`config.mk`:
```
export PLATFORM = sky130hd
export DESIGN_NAME = alu_arbiter
export DESIGN_NICKNAME = d
export VERILOG_FILES = /design/src/rtl/alu_arbiter.sv
export SDC_FILE = /design/constraint.sdc
export NUM_CORES = 1
export LEC_CHECK = 0
export CORE_AREA = 2 2 116 118
export DETAILED_ROUTE_END_ITERATION = 10
export DIE_AREA = 0 0 118 120
export PLACE_DENSITY = 0.77
export SKIP_LAST_GASP = 1
export SLEW_MARGIN = 5
export SYNTH_ARGS = -nofsm -noshare
export SYNTH_HDL_FRONTEND = slang
export SYNTH_SLANG_ARGS = --single-unit
export TNS_END_PERCENT = 50
```
`constraint.sdc`:
```
create_clock -name clock -period 4 [get_ports clock]
set_input_delay 0.8 -clock clock [delete_from_list [all_inputs] [get_ports clock]]
set_output_delay 0.8 -clock clock [all_outputs]
set_load 0.03 [all_outputs]
```
`src/rtl/alu_arbiter.sv`:
```
// Two-requester front end for one shared combinational ALU; one operation in flight at a time.
// Define ALU_ARBITER_ROUND_ROBIN_EN for round-robin tie-breaking; otherwise requester 0 has priority.
module alu_arbiter (
  input  logic        clock,
  input  logic        reset_n,
  input  logic        req0_valid,
  input  logic        req1_valid,
  output logic        req0_ready,
  output logic        req1_ready,
  input  logic [31:0] req0_opA,
  input  logic [31:0] req0_opB,
  input  logic [31:0] req1_opA,
  input  logic [31:0] req1_opB,
  input  logic [4:0]  req0_opcode,
  input  logic [4:0]  req1_opcode,
  input  logic [4:0]  req0_shamt,
  input  logic [4:0]  req1_shamt,
  output logic        rsp0_valid,
  output logic        rsp1_valid,
  input  logic        rsp0_ready,
  input  logic        rsp1_ready,
  output logic [31:0] rsp_result,
  output logic        rsp_isNotEqual,
  output logic        rsp_isLessThan,
  output logic        rsp_overflow,
  output logic [31:0] alu_operandA,
  output logic [31:0] alu_operandB,
  output logic [4:0]  alu_opcode,
  output logic [4:0]  alu_shiftamt,
  input  logic [31:0] alu_result,
  input  logic        alu_isNotEqual,
  input  logic        alu_isLessThan,
  input  logic        alu_overflow,
  output logic        busy
);

  localparam logic [1:0] ST_IDLE = 2'd0;
  localparam logic [1:0] ST_EXEC = 2'd1;
  localparam logic [1:0] ST_RESP = 2'd2;

  logic [1:0]  r_state;
  logic [1:0]  w_state_next;
  logic [31:0] r_opa;
  logic [31:0] r_opb;
  logic [4:0]  r_opcode;
  logic [4:0]  r_shamt;
  logic        r_owner;
  logic [31:0] r_result;
  logic        r_ne;
  logic        r_lt;
  logic        r_ovf;

  logic w_idle;
  logic w_grant0;
  logic w_grant1;
  logic w_accept;
  logic w_rsp_take;

  assign w_idle = (r_state == ST_IDLE);

`ifdef ALU_ARBITER_ROUND_ROBIN_EN
  logic r_last;  // 1 when requester 1 was served most recently

  assign w_grant0 = w_idle && req0_valid && (!req1_valid || r_last);
  assign w_grant1 = w_idle && req1_valid && (!req0_valid || !r_last);

  always_ff @(posedge clock or negedge reset_n) begin
    if (!reset_n) begin
      r_last <= 1'b1;
    end else if (w_accept) begin
      r_last <= w_grant1;
    end
  end
`else
  assign w_grant0 = w_idle && req0_valid;
  assign w_grant1 = w_idle && req1_valid && !req0_valid;
`endif

  assign w_accept   = w_grant0 || w_grant1;
  assign w_rsp_take = (r_state == ST_RESP) && (r_owner ? rsp1_ready : rsp0_ready);

  always_comb begin
    w_state_next = r_state;
    case (r_state)
      ST_IDLE: if (w_accept) w_state_next = ST_EXEC;
      ST_EXEC: w_state_next = ST_RESP;
      ST_RESP: if (w_rsp_take) w_state_next = ST_IDLE;
      default: w_state_next = ST_IDLE;
    endcase
  end

  always_ff @(posedge clock or negedge reset_n) begin
    if (!reset_n) begin
      r_state <= ST_IDLE;
    end else begin
      r_state <= w_state_next;
    end
  end

  always_ff @(posedge clock or negedge reset_n) begin
    if (!reset_n) begin
      r_opa    <= '0;
      r_opb    <= '0;
      r_opcode <= '0;
      r_shamt  <= '0;
      r_owner  <= 1'b0;
    end else if (w_accept) begin
      r_opa    <= w_grant1 ? req1_opA    : req0_opA;
      r_opb    <= w_grant1 ? req1_opB    : req0_opB;
      r_opcode <= w_grant1 ? req1_opcode : req0_opcode;
      r_shamt  <= w_grant1 ? req1_shamt  : req0_shamt;
      r_owner  <= w_grant1;
    end
  end

  // The ALU sees only latched operands, so its result is settled by the end of EXEC.
  always_ff @(posedge clock or negedge reset_n) begin
    if (!reset_n) begin
      r_result <= '0;
      r_ne     <= 1'b0;
      r_lt     <= 1'b0;
      r_ovf    <= 1'b0;
    end else if (r_state == ST_EXEC) begin
      r_result <= alu_result;
      r_ne     <= alu_isNotEqual;
      r_lt     <= alu_isLessThan;
      r_ovf    <= alu_overflow;
    end
  end

  assign req0_ready     = w_grant0;
  assign req1_ready     = w_grant1;
  assign rsp0_valid     = (r_state == ST_RESP) && !r_owner;
  assign rsp1_valid     = (r_state == ST_RESP) && r_owner;
  assign rsp_result     = r_result;
  assign rsp_isNotEqual = r_ne;
  assign rsp_isLessThan = r_lt;
  assign rsp_overflow   = r_ovf;
  assign alu_operandA   = r_opa;
  assign alu_operandB   = r_opb;
  assign alu_opcode     = r_opcode;
  assign alu_shiftamt   = r_shamt;
  assign busy           = !w_idle;

endmodule
```
==> impl_metrics.toml <==
[outcome]
outcome = "complete, no violations"

[drt]
drcViolationCount = 0
avgViaCountPerCell = 5.15
vias = 4606
first_iter_violations = 276
drt-pass1-iter-count = 4
ant_nets = 0
wl_um = 15700
wl_per_cell_um = 17.5

[global_route]
grt_busiest_layer = "met2"
antenna_found_initial = 0
met3_usage_pct = 5.61
grt_pass1_wl_um = 24800
grt_max_degree = 113
grt_pass1_vias = 4749
grt_use_met2_pct = 40.6
grt-ovfl-total = 0
grt_util_met1_pct = 25.1
track_usage_pct = 22.0

[timing]
finalHoldViolCount = 0
finalSetupTns_ps = 0
rsz0062_at_grt = "no"
tightestPinTransition_ps = 1010
slew_violations = 0
fmax_ghz = 0.307
setup_viol = 0
period_share_pct = 81.4
fin_crit_ps = 3260
skew_ps = 9.28
timing.max_slew.rel_slack_pct = 32.5

[cells_and_area]
final_area_um2 = 8140
syn_to_final_growth_pct = 70.0
multi_input_area_um2 = 1700
fin_util_pct = 62.7
final_nets = 903
nFillCells = 1108
antenna_cells = 0
regArea_um2 = 2800
drive_gt1_share_pct = 9.46

[die]
dieWidth_um = 118
start_util_pct = 36.9
fp.dieH_um = 120
ios = 303
rows = 42
die_area_um2 = 14200
coreArea_um2 = 13000

[clock_network]
clkTransAtPathRegs_ps = 80
clock_latency_ps = 340
cts_inserted_buffers = 9
cts_root_buf = "clkbuf_16"
cts_buffer_depth = 2
cts_tree = "yes"
cts.sinks = 112
h-tree-depth = 3
cts_resized = 0
post_cts_buffers = 0
ctsHoldBuffers = 0

[setup_path]
cp_data_required_time_ps = 3200
worstPathMaxFanout = 18
cp.depth = 4
critical_path.slowest_cell = "clkdlybuf4s50_1"
crit_family = "buffers and inverters"
crit_type = "primary input to primary output"
end_kind = "primary output"
crit_path_start_kind = "primary input"
slowest_delay_ps = 710
crit_chain = "buf_2 -> or3b_2 -> inv_1 -> clkdlybuf4s50_1"
worstPathArrival_ps = 2460
r2r_cells = 5
crit_buf_inv = 3

[logic_synthesis]
synth_top_area_cell = "dfrtp_1"
syn_area_um2 = 4790
synth_commonest_cells = "112 x dfrtp_1, 70 x o22ai_1, 62 x o21ai_0, 49 x o21ai_1, 36 x mux2_2"
ys_seq_area_share_pct = 58.6
yosysWarnings = 0
synthFlopType = "dfrtp_1"
ys_types = 23
yosysTopAreaCellShare_pct = 58.6
ys_ff_latch = 112
synth_edf_count = 0
syn-mean-instance-area_um2 = 11.1
async_reset_ff_share_pct = 100
syn-instance-count = 433
synth_fp_nets = 622
yosysMostFrequentCell = "dfrtp_1"
synth_area_leaders = "dfrtp_1 59%, o22ai_1 9.2%, mux2_2 8.5%"

[pwr]
combinationalPowerShare_pct = 56.6
p_int_mw = 3.72
p_clk_share_pct = 13.1
switching_share_pct = 43.3
seq_power_share_pct = 30.2
ir_drop_mv = 0.516
power_mw = 6.56
power.density_nw_per_um2 = 806
p_leak_nw = 3.20
p_sw_mw = 2.84

[placed_design]
placed_cell_area_um2 = 7850
numPortBuffers = 302
gp_congestion = 0.832
dpl.hpwl_um = 11700

[job]
maxCapViolCount = 0

[min_path]
whs_path_depth = 1
worstHoldPathType = "flip-flop to flip-flop"
-- power groups by stage --
stage	Sequential, mW	Clock (mW)	Combinational (mW)
CTS	1.99	0.882	3.75
global placement	1.97	0	3.65
finish	1.98	0.863	3.71
detailed placement	2.00	0	3.74
floorplan	3.02	0	1.08
global route	2.06	0.923	3.93
-- routing by layer --
layer / part of all wire (%) / wire length [µm]
met1: 38 / 5960
met2: 53 / 8250
met3: 7.8 / 1220
met4: 1.7 / 265
met5: 0 / 0
-- placed cells by master, fill, tap and decap left out, types with 2 or more instances in the layout --
| cell | count |
|---|---|
| buf_4 | 10 |
| clkinvlp_4 | 2 |
| dfrtp_1 | 112 |
| a22oi_1 | 4 |
| a31oi_1 | 4 |
| o21ai_1 | 49 |
| o22ai_1 | 70 |
| o21ai_0 | 62 |
| a21oi_1 | 18 |
| nand2b_1 | 2 |
| nor2_1 | 21 |
| clkdlybuf4s50_1 | 299 |
| mux2_2 | 36 |
| clkbuf_16 | 9 |
| inv_6 | 2 |
| inv_1 | 4 |
| nor2b_1 | 4 |
-- worst register-to-register path, cell delays in order, from the launching register on --
cell     delay, ps
dfrtp_1        420
nor2_1         110
buf_4          270
nand2_2        330
buf_4          370
o21ai_0        220
-- cells by family (layout without fill, tap and decap cells) --
| group | count (synthesis) | in the layout | synth area share [%] |
|---|---|---|---|
| buffers and inverters | 46 | 332 | 6.07 |
| flip-flops | 112 | 112 | 58.6 |
| multiplexers | 36 | 36 | 8.47 |
| AO/OA/AOI/OAI | 207 | 207 | 23.8 |
| AND/OR/NAND/NOR | 32 | 32 | 3.11 |
-- registers in the layout, indices dropped and copies added (netlist names) --
signal,count
alu_shiftamt,5
alu_operandB,32
rsp_result,32
r_owner,1
rsp_isLessThan,1
rsp_overflow,1
alu_opcode,5
r_state,2
alu_operandA,32
rsp_isNotEqual,1
-- through the flow --
stage          setup WS (ps)  hold slack [ps]  std cells
2_1_floorplan           1410              504        433
3_3_place_gp             720              487        879
3_5_place_dp             514              493        879
4_1_cts                  746              510        895
5_1_grt                  559              527        895
6_report                 745              506        895
-- worst paths after layout --
check,from,slack (ps),end
max in group asynchronous,reset_n,3040,rsp_result[29]$_DFFE_PN0N_
min in group asynchronous,reset_n,520,alu_operandA[16]$_DFFE_PN0P_
min,rsp_result[3]$_DFFE_PN0N_,510,rsp_result[3]$_DFFE_PN0N_
min reg2reg,rsp_result[3]$_DFFE_PN0N_,510,rsp_result[3]$_DFFE_PN0N_
max,req0_valid,740,req0_ready
max reg2reg,r_state[1]$_DFFE_PN0P_,2200,alu_operandA[12]$_DFFE_PN0P_
-- area by class of cell --
cell class | count | area share [%]
sequential | 112 | 34.4
clock buffer | 10 | 2.94
inverter | 5 | 0.384
tap | 176 | 2.71
multi-input combinational | 275 | 20.9
clock inverter | 6 | 0.600
timing repair buffer | 311 | 38.0
Power figures use the tool's default switching activity.
